===== src/rtl/intdiv_sched.sv =====
// Shares one free-running pipelined divider between two requesters: round-robin issue,
// a tag/valid slot pipeline matching the divider latency, and credit-guarded result FIFOs.
module intdiv_sched #(
  parameter int N       = 4,
  parameter int LATENCY = 6,
  parameter int DEPTH   = 4
) (
  input  logic         clk_i,
  input  logic         rst_ni,
  input  logic         req0_valid_i,
  output logic         req0_ready_o,
  input  logic [N-1:0] req0_x_i,
  input  logic [N-1:0] req0_y_i,
  input  logic         req1_valid_i,
  output logic         req1_ready_o,
  input  logic [N-1:0] req1_x_i,
  input  logic [N-1:0] req1_y_i,
  output logic [N-1:0] div_x_o,
  output logic [N-1:0] div_y_o,
  input  logic [N-1:0] div_z_i,
  input  logic [N-1:0] div_r_i,
  output logic         res0_valid_o,
  input  logic         res0_ready_i,
  output logic [N-1:0] res0_z_o,
  output logic [N-1:0] res0_r_o,
  output logic         res0_dbz_o,
  output logic         res1_valid_o,
  input  logic         res1_ready_i,
  output logic [N-1:0] res1_z_o,
  output logic [N-1:0] res1_r_o,
  output logic         res1_dbz_o,
  output logic         busy_o
);

  localparam int AW = (DEPTH > 1) ? $clog2(DEPTH) : 1;
  localparam int CW = $clog2(DEPTH + 1);
  localparam int EW = 2 * N + 1;

  logic [1:0]   req_valid, res_ready, elig, grant, push, pop;
  logic [N-1:0] req_x [2];
  logic [N-1:0] req_y [2];

  logic         rr_q, rr_d;
  logic         accept, acc_tag;
  logic [N-1:0] acc_x, acc_y;
  logic [N-1:0] div_x_q, div_y_q;

  logic [LATENCY-1:0] sv_q, st_q, sd_q;
  logic [N-1:0]       sx_q [LATENCY];

  logic [CW-1:0] cnt_q [2];
  logic [CW-1:0] occ_q [2];
  logic [AW-1:0] wp_q [2];
  logic [AW-1:0] rp_q [2];
  logic [EW-1:0] mem_q [2][DEPTH];
  logic [EW-1:0] wb_data;
  logic [EW-1:0] head [2];

  assign req_valid = {req1_valid_i, req0_valid_i};
  assign res_ready = {res1_ready_i, res0_ready_i};
  assign req_x[0]  = req0_x_i;
  assign req_x[1]  = req1_x_i;
  assign req_y[0]  = req0_y_i;
  assign req_y[1]  = req1_y_i;

  always_comb begin
    elig    = '0;
    grant   = '0;
    push    = '0;
    pop     = '0;
    head[0] = '0;
    head[1] = '0;
    for (int i = 0; i < 2; i++) begin
      // cnt counts in-flight plus buffered ops, so a grant always has a FIFO slot waiting
      elig[i] = req_valid[i] && (cnt_q[i] < CW'(DEPTH));
      push[i] = sv_q[LATENCY-1] && (st_q[LATENCY-1] == 1'(i));
      pop[i]  = (occ_q[i] != '0) && res_ready[i];
      if (occ_q[i] != '0) head[i] = mem_q[i][rp_q[i]];
    end
    if (&elig) grant[rr_q] = 1'b1;
    else       grant = elig;
    accept  = |grant;
    acc_tag = grant[1];
    acc_x   = req_x[acc_tag];
    acc_y   = req_y[acc_tag];
    rr_d    = accept ? ~acc_tag : rr_q;
    wb_data = sd_q[LATENCY-1] ? {1'b1, sx_q[LATENCY-1], {N{1'b1}}}
                              : {1'b0, div_r_i, div_z_i};
  end

  always_ff @(posedge clk_i or negedge rst_ni) begin
    if (!rst_ni) begin
      rr_q    <= 1'b0;
      div_x_q <= '0;
      div_y_q <= '0;
      sv_q    <= '0;
      st_q    <= '0;
      sd_q    <= '0;
      for (int k = 0; k < LATENCY; k++) sx_q[k] <= '0;
      for (int i = 0; i < 2; i++) begin
        cnt_q[i] <= '0;
        occ_q[i] <= '0;
        wp_q[i]  <= '0;
        rp_q[i]  <= '0;
        for (int d = 0; d < DEPTH; d++) mem_q[i][d] <= '0;
      end
    end else begin
      rr_q <= rr_d;
      if (accept) begin
        div_x_q <= acc_x;
        div_y_q <= acc_y;
      end
      sv_q    <= {sv_q[LATENCY-2:0], accept};
      st_q    <= {st_q[LATENCY-2:0], acc_tag};
      sd_q    <= {sd_q[LATENCY-2:0], (acc_y == '0)};
      sx_q[0] <= acc_x;
      for (int k = 1; k < LATENCY; k++) sx_q[k] <= sx_q[k-1];
      for (int i = 0; i < 2; i++) begin
        cnt_q[i] <= cnt_q[i] + CW'(grant[i]) - CW'(pop[i]);
        occ_q[i] <= occ_q[i] + CW'(push[i]) - CW'(pop[i]);
        if (push[i]) begin
          mem_q[i][wp_q[i]] <= wb_data;
          wp_q[i] <= (wp_q[i] == AW'(DEPTH - 1)) ? '0 : wp_q[i] + 1'b1;
        end
        if (pop[i]) rp_q[i] <= (rp_q[i] == AW'(DEPTH - 1)) ? '0 : rp_q[i] + 1'b1;
      end
    end
  end

  assign req0_ready_o = grant[0];
  assign req1_ready_o = grant[1];
  assign div_x_o      = div_x_q;
  assign div_y_o      = div_y_q;

  assign res0_valid_o = occ_q[0] != '0;
  assign res0_z_o     = head[0][N-1:0];
  assign res0_r_o     = head[0][2*N-1:N];
  assign res0_dbz_o   = head[0][2*N];
  assign res1_valid_o = occ_q[1] != '0;
  assign res1_z_o     = head[1][N-1:0];
  assign res1_r_o     = head[1][2*N-1:N];
  assign res1_dbz_o   = head[1][2*N];

  assign busy_o = (cnt_q[0] != '0) || (cnt_q[1] != '0);

endmodule

===== config.mk =====
export PLATFORM = sky130hd
export DESIGN_NAME = intdiv_sched
export DESIGN_NICKNAME = d
export VERILOG_FILES = /design/src/rtl/intdiv_sched.sv
export SDC_FILE = /design/constraint.sdc
export NUM_CORES = 1
export LEC_CHECK = 0
export CAP_MARGIN = 20
export CORE_MARGIN = 3
export CORE_UTILIZATION = 50
export DETAILED_ROUTE_END_ITERATION = 7
export GPL_TIMING_DRIVEN = 0
export PLACE_DENSITY = 0.72
export SKIP_CTS_REPAIR_TIMING = 1
export SKIP_LAST_GASP = 1
export SLEW_MARGIN = 20
export SYNTH_ARGS = -nofsm -noshare
export SYNTH_HDL_FRONTEND = slang
export SYNTH_SLANG_ARGS = --single-unit

===== constraint.sdc =====
create_clock -name clk_i -period 2.3 [get_ports clk_i]
set_input_delay 0.46 -clock clk_i [delete_from_list [all_inputs] [get_ports clk_i]]
set_output_delay 0.46 -clock clk_i [all_outputs]
set_load 0.005 [all_outputs]

==> metrics.csv <==
stage;metric;value;unit
run_status;status;complete, but fails checks;
run_status;failing checks;setup timing;
critical_path;worst path arrival time;2.01;ns
routing;antenna-violating nets left;0;
routing;Vias/cell;5.46;
sta;max_slew headroom;0.431;
finish;final core occ;0.671;
critical_path;CP Launch Type;register;
logic_synthesis;post-synthesis async set-or-reset flop share;1.00;
finish;post-layout net count;632;
sta;crit path time final;2.47;ns
sta;clk_skew;0.00419;ns
floorplanning;initial core utilization;0.516;
global_routing;total gr overflow;0;
finish;layout cells sized above 1;0.245;
power;leak pwr;3.67;nW
routing;residual DRC count;0;
logic_synthesis;Post-Syn Instances;474;
critical_path;worst-path cell chain;buf_8 > buf_6 > buf_4 > mux4_2 > and2_1 > dlymetal6s2s_1;
clock_tree;total clock buffers created by CTS;17;
clock_tree;CTS root buffer;clkbuf_16;
global_routing;GRT Total Usage;0.196;
place;I/O Buffers;60;
power;sequential share of power;0.368;
critical_path;Worst Setup SP;rp_q[0];
power;Comb pwr share;0.401;
sta;final hold viol count;0;
sta;worst setup margin;-0.173;ns
clock_tree;CTS tree;done;
clock_tree;H-tree Lvls;4;
sta;setup violators final;13;
logic_synthesis;largest cells by area after synthesis;dfrtp_1 (60%), mux4_2 (6.1%), o21ai_0 (6.0%);
critical_path;CP delay by family, top;buffers and inverters;
power;NetSw;3.64;mW
logic_synthesis;synth unique cells;36;
global_routing;number of global-route vias before repair;4018;
critical_path;crit path max-delay cell type;dfrtp_2;
critical_path;worst reg2reg path startpoint;occ_q[2];
sta;fin crit share;1.08;
routing;wire per inst;17.3;um
critical_path;Req. time, crit path;1.84;ns
sta;RSZ-0062 raised after global routing;true;
routing;DRT Pass-1 Iters;4;
job;MaxCap Viol Count;0;
logic_synthesis;Synth Warn #;0;
global_routing;initial antenna violation count;0;
sta;Achievable Freq;0.404;GHz
clock_tree;Skew-Pair Late Insertion Delay;0.42;ns
finish;Area Overhead vs Synth;30.1;%
global_routing;global-route wire length before repair;19800;um
logic_synthesis;top cells by count, synth;dfrtp_1 (143), nand2_1 (73), o21ai_0 (71);
routing;initial drt markers;344;
place;GP Congestion;0.794;
power;pwr/cell area;1500;nW/um^2
place;DPL Wire Length;8060;um
sta;hold slack;0.344;ns
critical_path;Critical path buffers and inverters;4;
logic_synthesis;sequential fraction of the synthesis area;0.603;
logic_synthesis;EDFF count, synth;0;
sta;Pins Over Slew Limit;0;
clock_tree;CTS sink cnt;143;
global_routing;largest net degree at the start of global routing;105;
floorplanning;die area;13200;sq um
floorplanning;Core ar.;11500;sq um
logic_synthesis;Synth top area share;0.603;
logic_synthesis;Mean Syn Cell Area;12.5;sq um
finish;n_diodes;0;
critical_path;CP endpoint kind;output pin;
logic_synthesis;count leader, synth;dfrtp_1;
min_path;beginning of the worst hold path;sx_q[10];
logic_synthesis;Post-Synthesis Cell Area;5940;sq um
power;Sw Ratio;0.314;
floorplanning;std cell rows;39;
critical_path;worst-path fanout max;4;
clock_tree;clock transition at the registers of the reported paths;0.06;ns
sta;slew of the pin with the lowest slew margin;0.830;ns
logic_synthesis;dominant cell type by area after synthesis;dfrtp_1;
sta;Setup TNS;-1.13;ns
critical_path;worst stage delay on the critical path;0.46;ns
logic_synthesis;#FFs+latches synth;143;
critical_path;CP Class;register to output pin;
routing;Routed WL;12800;um
routing;Via Count;4042;
power;worst vdd ir;600;uV
floorplanning;Die Y;115;um
logic_synthesis;Synthesized Nets;522;
floorplanning;Die W;115;um
logic_synthesis;Post-synth top flop;dfrtp_1;
min_path;worst min-delay path category;register to register;
floorplanning;Top-Level Pins;61;
power;Pint;7.94;mW
power;Pwr Total;11.6;mW
power;clock power share;0.232;
clock_tree;clk buf depth;2;
==> registers in the layout (all words and copies together) (netlist names) <==
| signal | flops |
|---|---|
| rr_q | 1 |
| cnt_q | 6 |
| mem_q | 72 |
| div_y_o | 4 |
| sv_q | 6 |
| wp_q | 4 |
| sd_q | 6 |
| rp_q | 4 |
| occ_q | 6 |
| sx_q | 24 |
| st_q | 6 |
| div_x_o | 4 |
==> path summary, 6_finish.rpt <==
kind                               end  slack (ns)  cells after the start
max in group asynchronous      rp_q[2]        0.97                      3
setup / recovery           res1_z_o[0]       -0.17                      6
min in group asynchronous     mem_q[4]        0.51                      2
hold reg to reg                sx_q[6]        0.34                      0
hold / removal                 sx_q[6]        0.34                      0
setup reg to reg              cnt_q[2]        0.21                      8
==> power by group through the flow <==
| stage | logic, mW | registers, mW | clock network (mW) |
|---|---|---|---|
| finish | 4.64 | 4.26 | 2.68 |
| CTS | 4.05 | 4.23 | 2.73 |
| global route | 5.10 | 4.38 | 2.85 |
| global placement | 3.83 | 4.18 | 0 |
| floorplan | 2.54 | 4.08 | 0 |
| detailed placement | 4.02 | 4.25 | 0 |
==> worst reg2reg max path, cell delays in order, from the launching register on <==
cell and delay [ns]:
dfrtp_1 0.40, or3_4 0.41, nand2_2 0.16, xnor2_1 0.14, ha_1 0.16, inv_1 0.05, fa_1 0.38, xnor2_1 0.18
xnor2_1 0.13
==> cells by family (layout without fill, tap and decap cells) <==
logic type / Yosys count / in the layout / share of synthesized area
AOI/OAI and AO/OA: 85 / 85 / 0.0733
DFF: 143 / 143 / 0.603
xor gates and xnor gates: 10 / 10 / 0.0148
and+or+nand+nor: 146 / 146 / 0.131
muxes: 37 / 37 / 0.105
buffers and inverters: 35 / 158 / 0.0303
adders and majority gates: 18 / 18 / 0.0430
==> cells in the final DEF (no fill, tap or decap), types with 3 or more instances in the layout <==
| cell type | Yosys | routed |
|---|---|---|
| mux2_2 | 10 | 10 |
| inv_1 | 12 | 12 |
| buf_2 | 12 | 10 |
| and2_1 | 18 | 10 |
| and2_4 | 0 | 8 |
| nor3_1 | 8 | 8 |
| dfrtp_1 | 143 | 141 |
| clkbuf_16 | 0 | 19 |
| mux2i_1 | 6 | 6 |
| clkdlybuf4s50_1 | 0 | 37 |
| xnor2_1 | 10 | 10 |
| clkinv_4 | 0 | 3 |
| ha_1 | 14 | 14 |
| nor2_1 | 13 | 13 |
| o21ai_1 | 5 | 5 |
| dlymetal6s2s_1 | 0 | 12 |
| mux4_2 | 16 | 18 |
| clkinvlp_4 | 0 | 4 |
| clkbuf_1 | 6 | 5 |
| buf_4 | 1 | 17 |
| nand3b_4 | 4 | 4 |
| nand3_1 | 9 | 9 |
| fa_1 | 4 | 4 |
| nor2b_1 | 3 | 3 |
| a31oi_1 | 8 | 8 |
| buf_6 | 4 | 19 |
| nor4_1 | 3 | 3 |
| clkinv_2 | 0 | 3 |
| o21ai_0 | 71 | 71 |
| nand2_1 | 73 | 73 |
| clkbuf_2 | 0 | 5 |
==> per-stage QoR <==
step                setup slack, ns  cells  area (sq um)
floorplan                     0.245    474          5940
global placement              -4.58    677          6720
detailed placement           -0.340    678          6750
CTS                          -0.375    710          7330
global route                 -0.232    740          7720
finish                       -0.173    740          7720
==> per-layer routing <==
metal,part of all wire,track usage
met1,0.41,0.246
met2,0.50,0.323
met3,0.064,0.0595
met4,0.019,0.0728
met5,0,0
==> final cells by class <==
type | count | area, sq um
buffer | 23 | 164
fill | 826 | 3790
timing repair buffer | 91 | 961
sequential | 143 | 3580
multi-input combinational | 296 | 2210
clock inverter | 13 | 140
inverter | 12 | 45.0
tap | 143 | 179
clock buffer | 19 | 443
Note: power is estimated with default switching activity, not from simulation.
